### config.mk
export PLATFORM = sky130hd
export DESIGN_NAME = opl3_host_bus_master
export DESIGN_NICKNAME = d
export VERILOG_FILES = /design/src/rtl/opl3_host_bus_master.sv
export SDC_FILE = /design/constraint.sdc
export NUM_CORES = 1
export LEC_CHECK = 0
export BUFFER_PORTS_ARGS = -buffer_cell sky130_fd_sc_hd__buf_2
export CAP_MARGIN = 20
export CORE_MARGIN = 2
export CORE_UTILIZATION = 54
export CTS_CLUSTER_DIAMETER = 50
export CTS_CLUSTER_SIZE = 10
export DETAILED_ROUTE_END_ITERATION = 8
export PLACE_DENSITY = 0.79
export SLEW_MARGIN = 25
export SYNTH_ARGS = -nofsm -noshare
export SYNTH_HDL_FRONTEND = slang
export SYNTH_SLANG_ARGS = --single-unit
### constraint.sdc
create_clock -name clk_host -period 3.7 [get_ports clk_host]
set_input_delay 0.37 -clock clk_host [delete_from_list [all_inputs] [get_ports clk_host]]
set_output_delay 0.37 -clock clk_host [all_outputs]
set_load 0.02 [all_outputs]
### src/rtl/opl3_host_bus_master.sv
// opl3_host_bus_master: host-side initiator for the OPL3 4-address bus (register writes and status reads).
// Optional macro OPL3_BUS_ADDR_CACHE_EN skips the address cycle when {bank,address} repeats.
module opl3_host_bus_master #(
    parameter int SETUP_CYCLES    = 1,
    parameter int STROBE_CYCLES   = 2,
    parameter int RECOVER_CYCLES  = 2,
    parameter int RD_SAMPLE_CYCLE = 2
) (
    input  logic       clk_host,
    input  logic       ic_n,
    input  logic       wr_valid,
    output logic       wr_ready,
    input  logic       wr_bank,
    input  logic [7:0] wr_address,
    input  logic [7:0] wr_data,
    input  logic       rd_valid,
    output logic       rd_ready,
    output logic       rd_done,
    output logic [7:0] rd_data,
    output logic       cs_n,
    output logic       rd_n,
    output logic       wr_n,
    output logic [1:0] address,
    output logic [7:0] dout,
    input  logic [7:0] din,
    output logic       busy
);

    localparam int MAXP = (SETUP_CYCLES > STROBE_CYCLES)
                          ? ((SETUP_CYCLES > RECOVER_CYCLES) ? SETUP_CYCLES : RECOVER_CYCLES)
                          : ((STROBE_CYCLES > RECOVER_CYCLES) ? STROBE_CYCLES : RECOVER_CYCLES);
    localparam int CW = $clog2(MAXP + 1);
    // A sample index past the strobe window falls back to the last strobe cycle.
    localparam int RD_IDX = (RD_SAMPLE_CYCLE < STROBE_CYCLES) ? RD_SAMPLE_CYCLE : STROBE_CYCLES - 1;
    localparam logic [CW-1:0] SAMPLE_CNT = CW'(STROBE_CYCLES - 1 - RD_IDX);

    typedef enum logic [3:0] {
        IDLE, A_SETUP, A_STROBE, A_RECOV, D_SETUP, D_STROBE, D_RECOV, R_SETUP, R_STROBE, R_RECOV
    } state_e;

    function automatic logic [CW-1:0] phase_load(input state_e s);
        case (s)
            A_SETUP, D_SETUP, R_SETUP:    phase_load = CW'(SETUP_CYCLES - 1);
            A_STROBE, D_STROBE, R_STROBE: phase_load = CW'(STROBE_CYCLES - 1);
            A_RECOV, D_RECOV, R_RECOV:    phase_load = CW'(RECOVER_CYCLES - 1);
            default:                      phase_load = '0;
        endcase
    endfunction

    state_e        state_q, state_d;
    logic [CW-1:0] cnt_q, cnt_d;
    logic          bank_q, bank_d;
    logic [7:0]    addr_q, addr_d, data_q, data_d;
    logic          cs_n_q, cs_n_d, rd_n_q, rd_n_d, wr_n_q, wr_n_d;
    logic [1:0]    address_q, address_d;
    logic [7:0]    dout_q, dout_d;
    logic          ready_q, ready_d, rd_done_q, rd_done_d;
    logic [7:0]    rd_cap_q, rd_cap_d, rd_data_q, rd_data_d;
    logic          wr_acc, rd_acc, phase_end, cache_hit;

    assign wr_acc    = wr_valid && ready_q;
    assign rd_acc    = rd_valid && ready_q && !wr_valid;
    assign phase_end = (cnt_q == '0);

    always_comb begin
        state_d = state_q;
        cnt_d   = phase_end ? cnt_q : cnt_q - 1'b1;
        bank_d  = bank_q;
        addr_d  = addr_q;
        data_d  = data_q;
        case (state_q)
            IDLE: begin
                if (wr_acc) begin
                    bank_d  = wr_bank;
                    addr_d  = wr_address;
                    data_d  = wr_data;
                    state_d = cache_hit ? D_SETUP : A_SETUP;
                end else if (rd_acc) begin
                    state_d = R_SETUP;
                end
            end
            A_SETUP:  if (phase_end) state_d = A_STROBE;
            A_STROBE: if (phase_end) state_d = A_RECOV;
            A_RECOV:  if (phase_end) state_d = D_SETUP;
            D_SETUP:  if (phase_end) state_d = D_STROBE;
            D_STROBE: if (phase_end) state_d = D_RECOV;
            D_RECOV:  if (phase_end) state_d = IDLE;
            R_SETUP:  if (phase_end) state_d = R_STROBE;
            R_STROBE: if (phase_end) state_d = R_RECOV;
            R_RECOV:  if (phase_end) state_d = IDLE;
            default:  state_d = IDLE;
        endcase
        if (state_d != state_q) cnt_d = phase_load(state_d);

        // Bus outputs are decoded from the next state so they register in step with it.
        cs_n_d    = 1'b1;
        rd_n_d    = 1'b1;
        wr_n_d    = 1'b1;
        address_d = address_q;
        dout_d    = dout_q;
        case (state_d)
            A_SETUP: begin
                address_d = {bank_d, 1'b0};
                dout_d    = addr_d;
            end
            D_SETUP: begin
                address_d = {bank_d, 1'b1};
                dout_d    = data_d;
            end
            R_SETUP:  address_d = 2'b00;
            A_STROBE, D_STROBE: begin
                cs_n_d = 1'b0;
                wr_n_d = 1'b0;
            end
            R_STROBE: begin
                cs_n_d = 1'b0;
                rd_n_d = 1'b0;
            end
            default: ;
        endcase
        ready_d   = (state_d == IDLE);
        rd_done_d = (state_q == R_STROBE) && (state_d == R_RECOV);
        rd_cap_d  = ((state_q == R_STROBE) && (cnt_q == SAMPLE_CNT)) ? din : rd_cap_q;
        rd_data_d = rd_done_d ? rd_cap_d : rd_data_q;
    end

    always_ff @(posedge clk_host or negedge ic_n) begin
        if (!ic_n) begin
            state_q   <= IDLE;
            cnt_q     <= '0;
            bank_q    <= 1'b0;
            addr_q    <= '0;
            data_q    <= '0;
            cs_n_q    <= 1'b1;
            rd_n_q    <= 1'b1;
            wr_n_q    <= 1'b1;
            address_q <= '0;
            dout_q    <= '0;
            ready_q   <= 1'b0;
            rd_done_q <= 1'b0;
            rd_cap_q  <= '0;
            rd_data_q <= '0;
        end else begin
            state_q   <= state_d;
            cnt_q     <= cnt_d;
            bank_q    <= bank_d;
            addr_q    <= addr_d;
            data_q    <= data_d;
            cs_n_q    <= cs_n_d;
            rd_n_q    <= rd_n_d;
            wr_n_q    <= wr_n_d;
            address_q <= address_d;
            dout_q    <= dout_d;
            ready_q   <= ready_d;
            rd_done_q <= rd_done_d;
            rd_cap_q  <= rd_cap_d;
            rd_data_q <= rd_data_d;
        end
    end

`ifdef OPL3_BUS_ADDR_CACHE_EN
    logic       cache_vld_q, cache_vld_d;
    logic [8:0] cache_tag_q, cache_tag_d;

    assign cache_hit = cache_vld_q && (cache_tag_q == {wr_bank, wr_address});

    // Reads invalidate the cache so a bench resetting both bus sides stays in step.
    always_comb begin
        cache_vld_d = cache_vld_q;
        cache_tag_d = cache_tag_q;
        if ((state_q == A_RECOV) && (state_d == D_SETUP)) begin
            cache_vld_d = 1'b1;
            cache_tag_d = {bank_q, addr_q};
        end
        if (rd_acc) cache_vld_d = 1'b0;
    end

    always_ff @(posedge clk_host or negedge ic_n) begin
        if (!ic_n) begin
            cache_vld_q <= 1'b0;
            cache_tag_q <= '0;
        end else begin
            cache_vld_q <= cache_vld_d;
            cache_tag_q <= cache_tag_d;
        end
    end
`else
    assign cache_hit = 1'b0;
`endif

    assign wr_ready = ready_q;
    assign rd_ready = ready_q;
    assign rd_done  = rd_done_q;
    assign rd_data  = rd_data_q;
    assign cs_n     = cs_n_q;
    assign rd_n     = rd_n_q;
    assign wr_n     = wr_n_q;
    assign address  = address_q;
    assign dout     = dout_q;
    assign busy     = (state_q != IDLE);

endmodule

Word level (Yosys, flattened, before mapping)
Memory sizes are Yosys's and may differ from the RTL's.
Cells that the tools add are included.

storage, ports and cells
  flip-flop bits (word level) = 54
  memory bits (read-only) = 16
  input port bits = 29
  output and inout bits = 25
  logic and storage cells = 74
  memories kept = 1

cells by class
  add/subtract/negate cells = 1
  eq/ne operators = 18
  muxes and demuxes = 25
  reduce and logical (&&, ||, !) cells = 15

memories
  name              depth  bits a word  rd ports  clocked after Yosys merged registers in  wr ports  RTL line  RTL
  (name not given)  16     1            1         0                                        0         42        case (s)

operators by type and width
  cell                 number
  $mux 4               10
  $mux 8               5
  $pmux 4 s9           1
  $eq 4x3->1 const B   7
  $eq 4x4->1 const B   4
  $pmux 8 s2           1
  $eq 4x2->1 const B   3
  $eq 4x1->1 const B   2
  $logic_not 4->1      2
  $pmux 2 s3           1
  $logic_and 1x1->1    5
  $mux 1               5
  $mux 2               2
  $ne 4x4->1           1
  $reduce_bool 4->1    1
  $reduce_or 2->1      2
  $reduce_bool 3->1    1
  $reduce_or 3->1      1
  $logic_not 2->1      1
  $ne 2x1->1 const B   1
  $reduce_bool 2->1    1
  $sub 2x1->2 const B  1
  $logic_not 1->1      1

Logic depth before layout (Yosys ltp)
Gate-level depths: netlist of run 1.

  depth after elaboration = 8
  depth in mapped cells = 13
  mapped depth without buffers = 12

Worst setup path after synthesis of run 1
Ideal clock, no wire load.

  kind = register -> register
  start point = register state_q[1]
  end point = register dout_q[1], in the netlist dout[1]
  setup time = 0.126 ns
  arrival = 2.472 ns
  required time = 3.574 ns
  path slack = 1.102 ns
  cell stages (with the launch flop) = 14
  buffers on the path = 2
  period minus slack after synthesis = 2.598 ns
  path through = dfrtp_1 > buf_6 > clkbuf_1 > o21ai_0 > o211ai_1 > o31ai_1 > o21ai_0 > inv_1 > ha_1 > inv_1 > a221oi_2 > nor3b_4 > a21oi_4 > a221o_1

between the ends
  longest elaborated chain between the ends = 5
  elaborated cells between the ends (all ways) = 28
  classes of those cells = eq/ne (11); mux (14); reduce/logical (3)

RTL lines
  element                                          RTL line  RTL
  start, declared                                  50        state_e state_q, state_d;
  start signal, assigned                           144       state_q <= state_d;
  $eq 4x4->1 or $eq 4x3->1 (tied branches)         71        case (state_q)
  $reduce_or 2->1 (no source line)                 -
  $pmux 4 s9 (*)                                   71
  via state_d[0]                                   50
  $eq 4x3->1 or $eq 4x1->1 (tied branches)         101       case (state_d)
  $pmux 8 s2 or $reduce_bool 2->1 (tied branches)  -
  end signal, assigned                             153       dout_q <= dout_d;
  end, declared                                    56        logic [7:0] dout_q, dout_d;

Mark *: on every way through the listed nets, which the timed path passes. The rest lies on a longest branch.
A chain may end at the register's enable or synchronous reset.

Final worst setup path of run 1
  start point = register cnt_q[0]
  end point = register dout_q[4], in the netlist dout[4]

between the ends
  longest elaborated chain between the ends = 5
  elaborated cells between the ends (all ways) = 14
  classes of those cells = eq/ne (2); mux (10); reduce/logical (2)

RTL lines
  element                                          RTL line  RTL
  start, declared                                  51        logic [CW-1:0] cnt_q, cnt_d;
  start signal, assigned                           145       cnt_q <= cnt_d;
  $logic_not 2->1 (*)                              63        assign phase_end = (cnt_q == '0);
  $mux 4, or another cell as far along             87, 90
  $pmux 4 s9 (*)                                   71
  via state_d[0]                                   50
  $eq 4x3->1 or $eq 4x1->1 (tied branches)         101
  $pmux 8 s2 or $reduce_bool 2->1 (tied branches)  -

Marks and branches as above.

==> metrics, run 1 <==
CTS Buf Count=5; final worst path period need=3.03 ns; CP bufs+invs=3; DRT Pass-1 Iters=4; initial DRC count=129; Post-synth EDFFs=0; share of layout cells above drive strength 1=0.349; clk_lat worst skew=0.31 ns; Slew HR=0.479; drt drc=0; syn avg cell area=12.0 µm²; Std-Cell Rows=24; fin area=2900 µm²; Most used DFF post-synth=dfrtp_1; count leader, synth=dfrtp_1; Seq/Total Area, Yosys=0.547; DR vias=1734; post-route clock period utilization=0.819; FMAX=0.330 GHz; slowest stage delay, CP=0.46 ns; first-pass GRT wire length=8.03 mm; vias in the first global route=1702; complex-gate fraction of the synthesized area=0.124; Ys Warns=0; nets@finish=294; clock tree buffer depth=2; placed cell count=305; Non-Filler Instances=313; Cell Area, Placed=2760 µm²; simple-gate area share of the yosys netlist=0.133; Netlist Area Pre-Place=2480 µm²; setup_tns=0 ns; Least-Margin Pin Slew=0.782 ns; largest family of logic cells by synthesized area=simple AND/OR/NAND/NOR gates; # resized after CTS=0; setup bufs post-CTS=0; RSZ-0062 raised after global routing=no; final design utilization=0.661; status=finished, final reports clean; Leak=1.43 nW; Die Y-Extent=71.8 µm; Synth Area in XOR/XNOR=0.0106; commonest cells in the netlist=dfrtp_1 (51), nand2_1 (33), mux2_2 (16); antenna violations before repair=0; # IOs=54; CTS clk-pin slew, worst paths=0.09 ns; die area=5150 µm²; pin count of the biggest net entering global routing=34; Startpoint Class=flop; required time worst endpoint=3.89 ns; Port Buffers=53; Seq cells post-synth=54; CP endpoint kind=flop; Root Driver=clkbuf_8; GRT Total Usage=0.205; Worst path most repeated cell=inv_1; CP cell instances=inv_1 > ha_1 > o211ai_1 > o31ai_1 > o21ai_0 > inv_1 > ha_1 > inv_1 > a221oi_2 > nor3b_4 > a21oi_4 > a221o_1; VDD IR-drop max=0.461 mV; family with the most delay on the worst path=compound AO/OA/AOI/OAI gates; Setup Skew=0.00829 ns; Synth top area share=0.515; mux contribution to synthesized area=0.123; dominant cell type by area after synthesis=dfrtp_1; endpoints failing setup=0; total grt overflow=0; CTS tree=done; wire per inst=15.1 µm; Layout area overhead=16.9%; Final Max Slew Viols=0; adder-cell share of the synthesized area=0.0252; CP Data Arrival Time=3.22 ns; path category of the worst min-delay check=primary input to asynchronous set/reset pin; slowest CP cell=nor3b_4; number of library cell types mapped by synthesis=48; drt total wl=4.72 mm; ys async rst share=1.00; Via density=5.54; Net Count, Synth=241; worst hold slack=0.109 ns; max cap viols=0; CP Class=flop to flop; largest fanout on the critical path=13; clock sink total=54; Routed Antenna Nets=0; Ant. Diodes=0; Synth area leaders=dfrtp_1 (51%), mux2_2 (7.3%), nand2_1 (5.0%), mux2_1 (3.6%), dfstp_2 (3.2%); Synth Instances=207; Detailed Place HPWL=3.39 mm; routability cong.=0.840; CTS Hold Bufs=0; Cell Pwr Density=906 nW/µm²; Hold Vio Cnt, Final=0; Starting Density=0.565; Core ar.=4380 µm²; H-tree depth=2; chip width=71.8 µm
## sequential cells by signal, summed over array words and instances, names as in the netlist
register  flops
addr_q        8
data_q        8
dout          8
rd_cap_q      8
rd_data       8
state_q       4
address       2
cnt_q         2
bank_q        1
cs_n          1
rd_done       1
rd_n          1
rd_ready      1
wr_n          1
## where the power goes
part           switching (mW)  internal (mW)  total (mW)  leakage [nW]
sequential              0.140          0.831       0.970         0.675
clock                   0.187          0.288       0.476        0.0714
combinational           0.656          0.522        1.18         0.687
## per-stage QoR
stage | total power [mW] | worst slack, ns
6_report | 2.62 | 0.671
5_1_grt | 2.82 | 0.362
4_1_cts | 2.65 | 0.678
3_5_place_dp | 2.17 | 0.692
3_3_place_gp | 2.11 | 0.820
2_1_floorplan | 1.88 | 1.10
## final timing paths
check                                  startpoint                      to  slack [ns]  cells after the start
setup / recovery             cnt_q[0]$_DFFE_PN0P_     dout[4]$_DFFE_PN0P_        0.67                     12
hold / removal                               ic_n     addr_q[7]$_DFF_PN0_        0.11                      1
setup reg to reg             cnt_q[0]$_DFFE_PN0P_     dout[4]$_DFFE_PN0P_        0.67                     12
hold reg to reg            rd_data[6]$_DFFE_PN0P_  rd_data[6]$_DFFE_PN0P_        0.48                      2
max in group asynchronous                    ic_n          cs_n$_DFF_PN1_        2.77                      2
min in group clk_host                      din[7]   rd_cap_q[7]$_DFF_PN0_        0.30                      2
## area by class of cell
cell class | count | area (µm²)
Clock buffer | 6 | 82.6
Clock inverter | 2 | 60.1
Fill cell | 347 | 1490
Inverter | 8 | 30.0
Multi-Input combinational cell | 137 | 1030
Sequential cell | 54 | 1360
Tap cell | 52 | 65.1
Timing Repair Buffer | 54 | 273
## placed cells by master, fill, tap and decap left out, drive strengths merged, types with 3 or more instances in the layout
| master | count |
|---|---|
| nor2 | 9 |
| a21oi | 4 |
| buf | 54 |
| mux2 | 25 |
| nor2b | 7 |
| nand2 | 33 |
| o21ai | 11 |
| dfrtp | 51 |
| inv | 7 |
| dfstp | 3 |
| ha | 5 |
| clkbuf | 6 |
| o211ai | 4 |
| a221o | 7 |
## metal layers
metal | part of all wire | GRT usage
met5 | 0 | 0
met1 | 0.46 | 0.283
met2 | 0.46 | 0.315
met3 | 0.066 | 0.0661
met4 | 0.014 | 0.0587
## cells by family (layout without fill, tap and decap cells)
| group | after synthesis | after routing |
|---|---|---|
| compound gates | 39 | 39 |
| xor+xnor | 3 | 3 |
| fa+ha+maj | 5 | 5 |
| buf+inv | 16 | 70 |
| flops | 54 | 54 |
| mux | 27 | 27 |
| simple gates | 63 | 63 |
(Power assumes the default switching activity.)
==> run 2: changes to the inputs <==
--- a/config.mk
+++ b/config.mk
@@ -8,11 +8,11 @@
 export BUFFER_PORTS_ARGS = -buffer_cell sky130_fd_sc_hd__buf_2
 export CAP_MARGIN = 20
 export CORE_MARGIN = 2
-export CORE_UTILIZATION = 54
+export CORE_UTILIZATION = 48
 export CTS_CLUSTER_DIAMETER = 50
 export CTS_CLUSTER_SIZE = 10
 export DETAILED_ROUTE_END_ITERATION = 8
-export PLACE_DENSITY = 0.79
+export PLACE_DENSITY = 0.75
 export SLEW_MARGIN = 25
 export SYNTH_ARGS = -nofsm -noshare
 export SYNTH_HDL_FRONTEND = slang
==> constraint.sdc (replaced) <==
create_clock -name clk_host -period 2.6 [get_ports clk_host]
set_input_delay 0.26 -clock clk_host [delete_from_list [all_inputs] [get_ports clk_host]]
set_output_delay 0.26 -clock clk_host [all_outputs]
set_load 0.02 [all_outputs]
==> run 2 against run 1 <==
  * Final area is 6.4% higher
  * First-iteration DRC count decreased by 51%
  * Die area is 12% higher
  * Via count rose by 2.2%
  * Sequential power grew 40%
  * Routed wire length rose by 2.5%
  * Fmax up 24%
  * Non-clock buffer count grew 16
  * Cell count is 11% higher
  * Largest power group unchanged
==> metrics, run 2 (same netlist as run 1, synthesis figures left out) <==
worst hold slack=0.190 ns (+0.0815 ns); first-pass GRT wire length=7.66 mm (-4.6%); drt total wl=4.84 mm (+2.5%); total grt overflow=0 (unchanged); CTS Buf Count=5 (unchanged); met2 routed wirelength=2.30 mm (+6.5%); Starting Density=0.492 (-0.0738); clock sink total=54 (unchanged); final worst path period need=2.44 ns (-0.585 ns); Root Driver=clkbuf_8; largest fanout on the critical path=9 (-4); nets@finish=310 (+5.4%); required time worst endpoint=2.80 ns (-1.09 ns); share of layout cells above drive strength 1=0.404 (+0.0557); Reg power frac=0.347 (-0.023); fin area=3080 µm² (+6.4%); endpoints failing setup=0 (unchanged); DRT met1 WL=2.26 mm (+3.2%); max cap viols=0 (unchanged); Cell Pwr Density=1270 nW/µm² (+40%); slowest stage delay, CP=0.40 ns (-0.06 ns); CTS tree=done; Comb pwr share=0.503 (+0.054); status=finished, final reports clean; Via density=5.11 (-7.8%); Setup Skew=0.00743 ns (-0.000860 ns); Cell Area, Placed=2910 µm² (+5.5%); VDD IR-drop max=0.652 mV (+41%); initial DRC count=63 (-51%); commonest non-fill, non-tap cell in the layout=buf_2; antenna violations before repair=0 (unchanged); Slew HR=0.664 (+0.185); chip width=75.9 µm (+5.7%); Top Layer Used=met4; Die Y-Extent=75.9 µm (+5.7%); die area=5750 µm² (+12%); DRT Pass-1 Iters=4 (unchanged); FMAX=0.409 GHz (+24%); Pint=2.40 mW (+46%); # IOs=54 (unchanged); Sw Ratio=0.384 (+0.00982); path category of the worst min-delay check=primary input to flop; Startpoint Class=flop; met3 WL=264 µm (-15%); H-tree depth=2 (unchanged); CTS clk-pin slew, worst paths=0.10 ns (about the same); Final Max Slew Viols=0 (unchanged); CP endpoint kind=flop; CP cell instances=inv_1 > ha_4 > nand2_1 > or2_2 > a31o_2 > ha_4 > inv_1 > a221oi_4 > nor3b_4 > buf_4 > a221o_1; slowest CP cell=dfrtp_1; pin count of the biggest net entering global routing=55 (+62%); Least-Margin Pin Slew=0.503 ns (-0.278 ns); Power Total=3.91 mW (+49%); Detailed Place HPWL=3.56 mm (+4.9%); clk_lat worst skew=0.31 ns (about the same); Net Switching=1.50 mW (+53%); Ant. Diodes=0 (unchanged); fillers=408 (+18%); Std-Cell Rows=26 (+8.3%); Port Buffers=53 (unchanged); most frequent cells in the layout=buf_2 (53), dfrtp_1 (48), nand2_1 (33); Routed Antenna Nets=0 (unchanged); R2R cell count=11 (-1); drt drc=0 (unchanged); CP Data Arrival Time=2.64 ns (-0.58 ns); Hold Path Stages=2; CP Class=flop to flop; DR vias=1773 (+2.2%); Layout area overhead=24.4%; post-route clock period utilization=0.940 (+0.122); Hold Vio Cnt, Final=0 (unchanged); Core ar.=5040 µm² (+15%); GRT Total Usage=0.177 (-0.0279); routability cong.=0.879 (+4.6%); clock share of power=0.150 (-0.031); vias in the first global route=1652 (-2.9%); clock tree buffer depth=2 (unchanged); Leak=1.50 nW (+4.5%); wire per inst=14.0 µm (-7.5%)
run 2: changes by cell type in the layout (fill, tap and decap cells not counted), moves of 2 or more:
cell / change
buf_12: +2
buf_4: +13
dfrtp_1: -3
dfrtp_2: +3
ha_1: -2
ha_4: +2
run 2: per-layer routing:
layer,global-route usage,vias to the layer above
li1,-,858
met1,0.247,865
met2,0.274,47
met3,0.0569,3
met4,0.0370,0
met5,0,-
run 2: timing repair:
item	CTS	global route
hold buffers	1	0
hold endpoints to repair	51	0
resized for setup	1	9
cloned	0	0
buffers inserted	0	1
endpoints found under the setup margin	7	8
pin swaps	0	1
run 2: per-stage QoR:
step	instances	util	setup slack, ns	setup TNS, ns
5_1_grt	347	0.611	-0.00615	-0.00615
4_1_cts	346	0.602	0.0248	0
3_3_place_gp	337	0.577	0.139	0
2_1_floorplan	207	-	0.00168	0
3_5_place_dp	337	0.577	0.00542	0
6_report	347	0.611	0.155	0
run 2: worst max-delay path, delay by kind of cell (launching register included):
kind / cells / cell delay (ns)
fa+ha+maj: 2 / 0.36
compound gates: 3 / 0.66
simple gates: 3 / 0.54
buf+inv: 3 / 0.37
flops: 1 / 0.40
run 2: layout make-up:
cell class	count	area (µm²)	area share
clock buffers	5	68.8	0.0223
inverters	8	30.0	0.00974
well taps	70	87.6	0.0284
clock inverters	3	48.8	0.0158
flip-flops and latches	54	1360	0.441
repair buffers	70	420	0.136
multi-input cells	137	1070	0.347
run 2: final timing paths:
| check | startpoint | end | slack (ns) |
|---|---|---|---|
| max | cnt_q[0]$_DFFE_PN0P_ | dout[1]$_DFFE_PN0P_ | 0.16 |
| min | din[1] | rd_cap_q[1]$_DFF_PN0_ | 0.19 |
| max reg2reg | cnt_q[0]$_DFFE_PN0P_ | dout[1]$_DFFE_PN0P_ | 0.16 |
| min reg2reg | rd_data[2]$_DFFE_PN0P_ | rd_data[2]$_DFFE_PN0P_ | 0.48 |
| max in group asynchronous | ic_n | wr_n$_DFF_PN1_ | 1.87 |
| min in group asynchronous | ic_n | rd_cap_q[1]$_DFF_PN0_ | 0.45 |
run 2: power by group through the flow:
stage / sequential (mW) / combinational (mW) / clock, mW
after floorplan: 1.42 / 1.26 / 0
after global placement: 1.35 / 1.83 / 0
after detailed placement: 1.37 / 1.88 / 0
after CTS: 1.35 / 1.89 / 0.594
after global routing: 1.39 / 2.17 / 0.628
final: 1.36 / 1.96 / 0.586
==> run 3: changes to the inputs <==
--- a/config.mk
+++ b/config.mk
@@ -12,8 +12,9 @@
 export CTS_CLUSTER_DIAMETER = 50
 export CTS_CLUSTER_SIZE = 10
 export DETAILED_ROUTE_END_ITERATION = 8
-export PLACE_DENSITY = 0.75
+export PLACE_DENSITY_LB_ADDON = 0.2
 export SLEW_MARGIN = 25
 export SYNTH_ARGS = -nofsm -noshare
 export SYNTH_HDL_FRONTEND = slang
 export SYNTH_SLANG_ARGS = --single-unit
+export TNS_END_PERCENT = 100
==> run 3 against run 2 <==
  * Sequential cell count is the same
  * Die area is the same
  * Setup slack lost 0.036 ns
  * Clock skew shrank 0.0037 ns
  * Global-route usage grew 0.71 points
  * Routed wire length grew 1.5%
  * Cell count shrank 0.29%
  * Register-to-register slack lost 0.04 ns
  * Final area shrank 2.4%
  * Via count is essentially flat
  * Utilization shrank 1.4 points
  * Largest cell class unchanged
  * Highest routed layer unchanged
==> metrics, run 3 (same netlist as run 1, synthesis figures left out) <==
status=finished, final reports clean; max cap viols=0 (unchanged); pin count of the biggest net entering global routing=30 (-45%); vias in the first global route=1622 (-1.8%); slowest CP cell=dfrtp_1; r2r setup slk=0.12 ns (-0.04 ns); slowest stage delay, CP=0.40 ns (about the same); Final Max Slew Viols=0 (unchanged); CP Data Arrival Time=2.69 ns (+0.05 ns); Hold Vio Cnt, Final=0 (unchanged); Root Driver=clkbuf_8; Die Y-Extent=75.9 µm (unchanged); commonest non-fill, non-tap cell in the layout=buf_2; Net Switching=1.44 mW (-4.1%); Setup Skew=0.00368 ns (-0.00375 ns); Port Buffers=53 (unchanged); min setup slack post-route=0.119 ns (-0.0360 ns); Slew HR=0.570 (-0.0943); critical path launch point=cnt_q[0]$_DFFE_PN0P_; Sw Ratio=0.388 (+0.00358); final design utilization=0.597 (-0.0144); initial DRC count=120 (+90%); setup_tns=0 ns (unchanged); GRT Total Usage=0.184 (+0.00712); Reg power frac=0.357 (+0.010); H-tree depth=2 (unchanged); clock sink total=54 (unchanged); DR vias=1772 (-0.056%); Ant. Diodes=0 (unchanged); DRT Pass-1 Iters=4 (unchanged); CP Capture Point=dout[7]$_DFFE_PN0P_; CP Class=flop to flop; pre-CTS WS=0.132 ns (+0.127 ns); clk_lat worst skew=0.30 ns (about the same); clock tree buffer depth=2 (unchanged); routability cong.=0.955 (+8.7%); required time worst endpoint=2.81 ns (about the same); Via density=5.12 (+0.23%); path category of the worst min-delay check=primary input to flop; VDD IR-drop max=0.473 mV (-27%); die area=5750 µm² (unchanged); chip width=75.9 µm (unchanged); drt total wl=4.92 mm (+1.5%); CTS Buf Count=5 (unchanged); Least-Margin Pin Slew=0.645 ns (+0.141 ns); Core ar.=5040 µm² (unchanged); R2R cell count=12 (+1); Detailed Place HPWL=3.65 mm (+2.5%); total grt overflow=0 (unchanged); Routed Antenna Nets=0 (unchanged); family with the most delay on the worst path=compound AO/OA/AOI/OAI gates; Leak=1.48 nW (-0.94%); Worst path depth=12 (+1); share of layout cells above drive strength 1=0.388 (-0.0167); CP endpoint kind=flop; wire per inst=14.2 µm (+1.8%); Starting Density=0.492 (unchanged); clock share of power=0.123 (-0.027); nets@finish=310 (unchanged); Worst R2R End=dout[7]$_DFFE_PN0P_; antenna violations before repair=0 (unchanged); Pint=2.27 mW (-5.5%); worst hold slack=0.198 ns (+0.00800 ns); most frequent cells in the layout=buf_2 (53), dfrtp_1 (50), nand2_1 (33); CTS clk-pin slew, worst paths=0.09 ns (about the same); Layout area overhead=21.5%; RSZ-0062 raised after global routing=no; Std-Cell Rows=26 (unchanged); CP bufs+invs=3 (unchanged); CTS tree=done; endpoints failing setup=0 (unchanged); Comb pwr share=0.520 (+0.017); drt drc=0 (unchanged); Cell Pwr Density=1230 nW/µm² (-2.7%); first-pass GRT wire length=7.87 mm (+2.8%); FMAX=0.403 GHz (-1.5%); Startpoint Class=flop; largest fanout on the critical path=8 (-1); final worst path period need=2.48 ns (+0.0360 ns); post-route clock period utilization=0.954 (+0.0139); setup bufs post-CTS=0 (unchanged); Worst path most repeated cell=inv_1; # IOs=54 (unchanged); CP cell instances=inv_1 > ha_2 > nand2_1 > or2_2 > a31o_2 > ha_1 > inv_1 > a221oi_4 > nor3b_4 > buf_4 > a32o_1 > a21o_1; reg2reg start=cnt_q[0]$_DFFE_PN0P_
-- run 3: how the worst min path moves through the flow --
stage	from	end	slack [ns]	cells past startpoint
2_1_floorplan	ic_n	addr_q[0]$_DFF_PN0_	-0.04	0
3_3_place_gp	ic_n	bank_q$_DFF_PN0_	0.32	1
3_5_place_dp	ic_n	bank_q$_DFF_PN0_	0.32	1
4_1_cts	din[0]	rd_cap_q[0]$_DFF_PN0_	0.19	2
5_1_grt	din[2]	rd_cap_q[2]$_DFF_PN0_	0.19	2
6_report	din[0]	rd_cap_q[0]$_DFF_PN0_	0.20	2
-- run 3: metal layers --
| layer | track usage | up-vias | wire length [µm] |
|---|---|---|---|
| met5 | 0 | - | 0 |
| met4 | 0.0487 | 0 | 43 |
| met3 | 0.0489 | 6 | 249 |
| met1 | 0.274 | 843 | 2400 |
| met2 | 0.268 | 58 | 2230 |
| li1 | - | 865 | - |
-- run 3: what timing repair did --
| action | in CTS | in global routing |
|---|---|---|
| hold endpoints to repair | 24 | 0 |
| resized for setup | 0 | 3 |
| hold buffers | 1 | 0 |
| setup endpoints to repair | 0 | 8 |
-- run 3: power groups by stage --
stage / Combinational (mW) / Sequential [mW] / Clock (mW)
finish: 1.93 / 1.33 / 0.457
global route: 2.13 / 1.36 / 0.509
CTS: 1.92 / 1.33 / 0.472
detailed placement: 1.91 / 1.34 / 0
global placement: 1.88 / 1.34 / 0
floorplan: 1.26 / 1.42 / 0
-- run 3: cell type report --
cell class,count,area (µm²)
multi-input combinational,137,1050
sequential,54,1360
inverter,8,30.0
timing repair buffer,70,408
fill,436,2030
tap,70,87.6
clock buffer,5,68.8
clock inverter,2,13.8
-- run 3: metrics by stage --
step                      power (mW)  area, µm²  cells
after global routing            4.00       3010    346
after global placement          3.22       2900    338
final                           3.71       3010    346
after detailed placement        3.25       2900    338
after floorplan                 2.68       2480    207
after CTS                       3.71       3000    346
